## config.mk

```make
export PLATFORM = sky130hd
export DESIGN_NAME = siso_stream_buffer
export DESIGN_NICKNAME = d
export VERILOG_FILES = /design/src/rtl/siso_stream_buffer_pkg.sv /design/src/rtl/siso_latch_chain.sv /design/src/rtl/siso_stream_buffer.sv
export SDC_FILE = /design/constraint.sdc
export NUM_CORES = 1
export LEC_CHECK = 0
export CORE_UTILIZATION = 58
export CTS_CLUSTER_SIZE = 8
export DETAILED_ROUTE_END_ITERATION = 8
export PLACE_DENSITY_LB_ADDON = 0.3
export REMOVE_ABC_BUFFERS = 1
export SETUP_SLACK_MARGIN = 0.4
export SYNTH_ARGS = -nofsm -noshare
export SYNTH_HDL_FRONTEND = slang
export SYNTH_HIERARCHICAL = 1
export SYNTH_SLANG_ARGS = --single-unit
```

## constraint.sdc

```tcl
create_clock -name clk -period 3.7 [get_ports clk]
set_input_delay 1.11 -clock clk [delete_from_list [all_inputs] [get_ports clk]]
set_output_delay 1.11 -clock clk [all_outputs]
set_load 0.01 [all_outputs]
```

## src/rtl/siso_stream_buffer_pkg.sv

```systemverilog
// siso_stream_buffer_pkg: shared state encoding, size macros and clog2 helper
`ifndef SISO_STREAM_BUFFER_PKG_SV
`define SISO_STREAM_BUFFER_PKG_SV
`define SISO_CAP(t, p) ((t) * ((p) - 1))
`define SISO_T_STEP(p, pu, g) ((p) * ((pu) + (g)))
package siso_stream_buffer_pkg;
  localparam logic [0:0] IDLE = 1'b0;
  localparam logic [0:0] STEP = 1'b1;
  function automatic int siso_clog2(input int n);
    for (int r = 0; r < 31; r++)
      if ((1 << r) >= n) return r;
    return 31;
  endfunction
endpackage
`endif

```

## src/rtl/siso_latch_chain.sv

```systemverilog
// siso_latch_chain: mux-latch SISO storage, one latch slice per phase per tranche
module siso_latch_chain #(
  parameter int LANES    = 4,
  parameter int PHASES   = 4,
  parameter int TRANCHES = 4
) (
  input  logic [PHASES-1:0] pulse,
  input  logic [LANES-1:0]  din,
  output logic [LANES-1:0]  dout
);
  localparam int N = TRANCHES * PHASES;
  logic [LANES-1:0] node [N];
`ifdef SIM
  logic [PHASES-1:0] en;
  assign en = pulse;
`else
  (* keep *) logic [PHASES-1:0] pulse_n;
  (* keep *) logic [PHASES-1:0] en;
  assign pulse_n = ~pulse;
  assign en = ~pulse_n;
`endif
  for (genvar i = 0; i < N; i++) begin : g_slice
    logic [LANES-1:0] d;
    logic [LANES-1:0] q;
    if (i == 0) begin : g_in
      assign d = din;
    end else begin : g_link
      assign d = node[i-1];
    end
    // slice s of each tranche is transparent while pulse[PHASES-1-s] is high
    always_latch
      if (en[PHASES-1-(i%PHASES)]) q <= d;
    assign node[i] = q;
  end
  assign dout = node[N-1];
endmodule

```

## src/rtl/siso_stream_buffer.sv

```systemverilog
// siso_stream_buffer: clocked sequencer driving the latch chain as a fixed-delay word line
module siso_stream_buffer
  import siso_stream_buffer_pkg::*;
#(
  parameter  int LANES    = 4,
  parameter  int PHASES   = 4,
  parameter  int TRANCHES = 4,
  parameter  int PULSE    = 1,
  parameter  int GAP      = 1,
  localparam int CAP      = `SISO_CAP(TRANCHES, PHASES),
  localparam int LW       = siso_clog2(CAP + 1)
) (
  input  logic             clk,
  input  logic             rst_n,
  input  logic             in_valid,
  output logic             in_ready,
  input  logic [LANES-1:0] in_data,
  input  logic             flush,
  output logic             out_valid,
  output logic [LANES-1:0] out_data,
  output logic [LW-1:0]    level,
  output logic             busy
);
  localparam int PW = siso_clog2(PHASES);
  localparam int CW = siso_clog2(PULSE + GAP);
  logic [0:0]        state, nxt_state;
  logic [PW-1:0]     phase, nxt_phase;
  logic [CW-1:0]     cnt, nxt_cnt;
  logic [PHASES-1:0] pulse, nxt_pulse;
  logic [LANES-1:0]  in_reg, chain_out;
  logic [CAP-1:0]    vbits;
  logic              pend, go, end_slot, last;
  assign in_ready = state == IDLE;
  assign busy = ~in_ready;
  assign go = in_ready && (in_valid || flush);
  // next sequencer position; pulses are decoded from it so latch enables come straight from flops
  always_comb begin
    end_slot = cnt == CW'(PULSE + GAP - 1);
    last = state == STEP && end_slot && phase == PW'(PHASES - 1);
    nxt_state = go ? STEP : last ? IDLE : state;
    nxt_phase = (state == IDLE || last) ? '0 : end_slot ? phase + PW'(1) : phase;
    nxt_cnt = (state == IDLE || end_slot) ? '0 : cnt + CW'(1);
    nxt_pulse = (nxt_state == STEP && nxt_cnt < CW'(PULSE)) ? PHASES'(1) << nxt_phase : '0;
  end
  // sequencer, input/valid tracking and registered output
  always_ff @(posedge clk or negedge rst_n)
    if (!rst_n) begin
      state <= IDLE;
      phase <= '0;
      cnt <= '0;
      pulse <= '0;
      in_reg <= '0;
      vbits <= '0;
      pend <= 1'b0;
      out_valid <= 1'b0;
      out_data <= '0;
      level <= '0;
    end else begin
      state <= nxt_state;
      phase <= nxt_phase;
      cnt <= nxt_cnt;
      pulse <= nxt_pulse;
      out_valid <= last && pend;
      if (last) out_data <= chain_out;
      if (go) begin
        in_reg <= in_valid ? in_data : '0;
        vbits <= {vbits[CAP-2:0], in_valid};
        pend <= vbits[CAP-1];
        level <= level + LW'(in_valid) - LW'(vbits[CAP-1]);
      end
    end
  siso_latch_chain #(
    .LANES(LANES),
    .PHASES(PHASES),
    .TRANCHES(TRANCHES)
  ) u_chain (
    .pulse(pulse),
    .din(in_reg),
    .dout(chain_out)
  );
endmodule

```

======== Word level (Yosys, flattened, before mapping) ========
Cells that the tools add are included.
operators by class
  order comparisons ....................... 1
  equality and inequality tests ........... 1
  shift operators ......................... 1
  multiplexer cells ....................... 27
  reductions and logical operators ........ 8
  bitwise logic cells ..................... 3
  $add $sub $neg .......................... 4
operators with widths
  operator                                         number
  two-way mux 4 bit                                22
  inverter 4 bit                                   2
  logical AND 1 bit                                5
  adder 4 x 1 -> 4 bit                             1
  two-way mux 2 bit                                2
  left shift 1 x 2 -> 4 bit, first input constant  1
  subtractor 4 x 1 -> 4 bit                        1
  logical OR 1 bit                                 3
  two-way mux 1 bit                                3
  adder 2 x 1 -> 2 bit, second input constant      1
  == test 2 bit, second input constant             1
  adder 1 bit, second input constant               1
  < comparator 1 bit, second input constant        1
  inverter 1 bit                                   1
word-level totals
  bits in latches ......................... 64
  output and inout bits ................... 11
  flip-flop bits (word level) ............. 34

======== Longest topological paths before layout ========
  word-level depth ........................ 6
  mapped depth ............................ 8
  depth with buffers taken out ............ 8

======== Modules after synthesis ========
Netlist, hierarchy kept.
modules (own cells, without submodules)
  module              area an instance (µm²)  cells each  instances  sequential area each (µm²)
  siso_stream_buffer  1,407.6                 112         1          850.8
  siso_latch_chain    1,006.0                 72          1          0.0

==> impl_metrics.json <==
{
  "outcome": "complete, no violations",
  "peakVddDrop_v": 0.000429,
  "grt_pass1_vias": 1394,
  "tightest_slew_ps": 454,
  "unclocked_pins": 64,
  "untimed_endpoints": 64,
  "ys_warn_count": 6,
  "holdWs_ps": 481,
  "antenna_left": 0,
  "crit_required_ps": 3900,
  "clock_path_buffers": 2,
  "finalMaxSlewViolations": 0,
  "largest_reg_flops": 56,
  "io_pins": 19,
  "path_max_fanout": 8,
  "cts_root_buf": "clkbuf_8",
  "p_seq_share_pct": 54.5,
  "avgSynthCellArea_sq_um": 13.5,
  "final_layout_size_suffix_gt1_share_pct": 14.5,
  "min_period_ps": 2550,
  "crit_type": "input port to register",
  "die_y_um": 65.9,
  "layoutNonFillerInstCount": 248,
  "vias": 1258,
  "hold_class": "register to register",
  "comb_power_share_pct": 29.6,
  "area_growth_pct": 13.2,
  "final_util_pct": 70.6,
  "grt_max_degree": 35,
  "switchingPower_mw": 0.480,
  "diodes": 0,
  "clk_pin_slew_ps": 60,
  "skew_ps": 3.86,
  "placed_area_sq_um": 2600,
  "design_area_sq_um": 2680,
  "drc": 0,
  "netlist_instances": 176,
  "pre_cts_ws_ps": 836,
  "powerDensity_nw_per_um2": 576,
  "finalSetupViolations": 0,
  "endpoint_kind": "register",
  "grt.total_usage_pct": 19.5,
  "cp-start-kind": "input port",
  "clkPwrFrac_pct": 16.0,
  "regMostFlops": "u_chain/g_slice.q",
  "drt-total-wl_um": 3490,
  "insertion_delay_ps": 270,
  "syn-cell-area_sq_um": 2370,
  "cts_resized": 0,
  "grt-ovfl-total": 0,
  "nets": 214,
  "setup_tns_ps": 0,
  "grt_pass1_wl_um": 6140,
  "first_pass_iters": 3,
  "internal-power_mw": 1.07,
  "placed_cells": 241,
  "die_area_sq_um": 4340,
  "relSlewSlack_pct": 69.7,
  "reg2reg_slack_ps": 1980,
  "place_congestion": 0.765,
  "portBuffers": 18,
  "wl_per_cell_um": 14.1,
  "p_total_mw": 1.55,
  "cts_hold_buf": 0,
  "rows": 22,
  "post-cts-setup-buffer-count": 0,
  "dp_hpwl_um": 2480,
  "drv_cap": 0,
  "n_fill_cell": 277,
  "coreArea_sq_um": 3800,
  "antenna_found_initial": 0,
  "setup_slack_ps": 1150,
  "fmax_mhz": 393,
  "reg_top3": "u_chain/g_slice.q x56, vbits x12",
  "period_share_pct": 68.8,
  "die_w_um": 65.9,
  "drt_iter0_drc": 53,
  "cts_tree": "done",
  "h-tree-depth": 2,
  "arrival_ps": 2740,
  "start_util_pct": 62.4,
  "switching_share_pct": 31.1,
  "cts_buffers": 5,
  "rsz0062_at_grt": "no",
  "via_per_inst": 5.07,
  "hold_viol": 0,
  "p_leak_nw": 1.31
}
layout by cell type (no fill, tap or decap), drive strengths merged, types with 2 or more instances in the layout:
| master | instances |
|---|---|
| dlxtp | 64 |
| dfrtp | 34 |
| mux2 | 18 |
| clkdlybuf4s50 | 18 |
| nand2 | 14 |
| inv | 9 |
| nor2 | 6 |
| o21ai | 6 |
| ha | 5 |
| clkbuf | 5 |
| a21oi | 4 |
| nand3 | 2 |
| clkinv | 2 |
| buf | 2 |
critical path, cell delays in order:
cell	delay, ps
clkdlybuf4s50_1	670
ha_1	230
inv_1	60
fa_1	370
xor2_1	170
o21ai_0	130
cell type report:
| class | instances | area (sq um) | share of cell area (%) |
|---|---|---|---|
| multi-input cells | 66 | 502 | 18.7 |
| inverters | 9 | 33.8 | 1.26 |
| flip-flops and latches | 98 | 1810 | 67.6 |
| clock buffers | 5 | 68.8 | 2.57 |
| clock inverters | 2 | 10.0 | 0.373 |
| well taps | 48 | 60.1 | 2.24 |
| repair buffers | 20 | 195 | 7.28 |
per-layer routing:
| layer | track usage, % | wire length, um | vias to the layer above |
|---|---|---|---|
| met2 | 36.2 | 1860 | 18 |
| met4 | 8.42 | 80 | 0 |
| met5 | 0 | 0 | - |
| met3 | 4.48 | 93 | 6 |
| met1 | 20.8 | 1460 | 616 |
| li1 | - | - | 618 |
power groups by stage:
stage	clock network [mW]	registers [mW]	logic [mW]
2_1_floorplan	0	0.824	0.261
3_3_place_gp	0	0.834	0.430
3_5_place_dp	0	0.850	0.463
4_1_cts	0.257	0.846	0.463
5_1_grt	0.271	0.871	0.516
6_report	0.247	0.842	0.457
final timing paths:
path                               start          end  cells after the start
worst max-delay path            in_valid     level[2]                      6
worst min-delay path            level[3]     level[3]                      1
max in group asynchronous          rst_n     level[0]                      2
worst min register to register  level[3]     level[3]                      1
worst max register to register  level[0]     level[2]                      8
min in group asynchronous          rst_n  out_data[3]                      2
No activity file was read; power rests on OpenSTA's default activity.
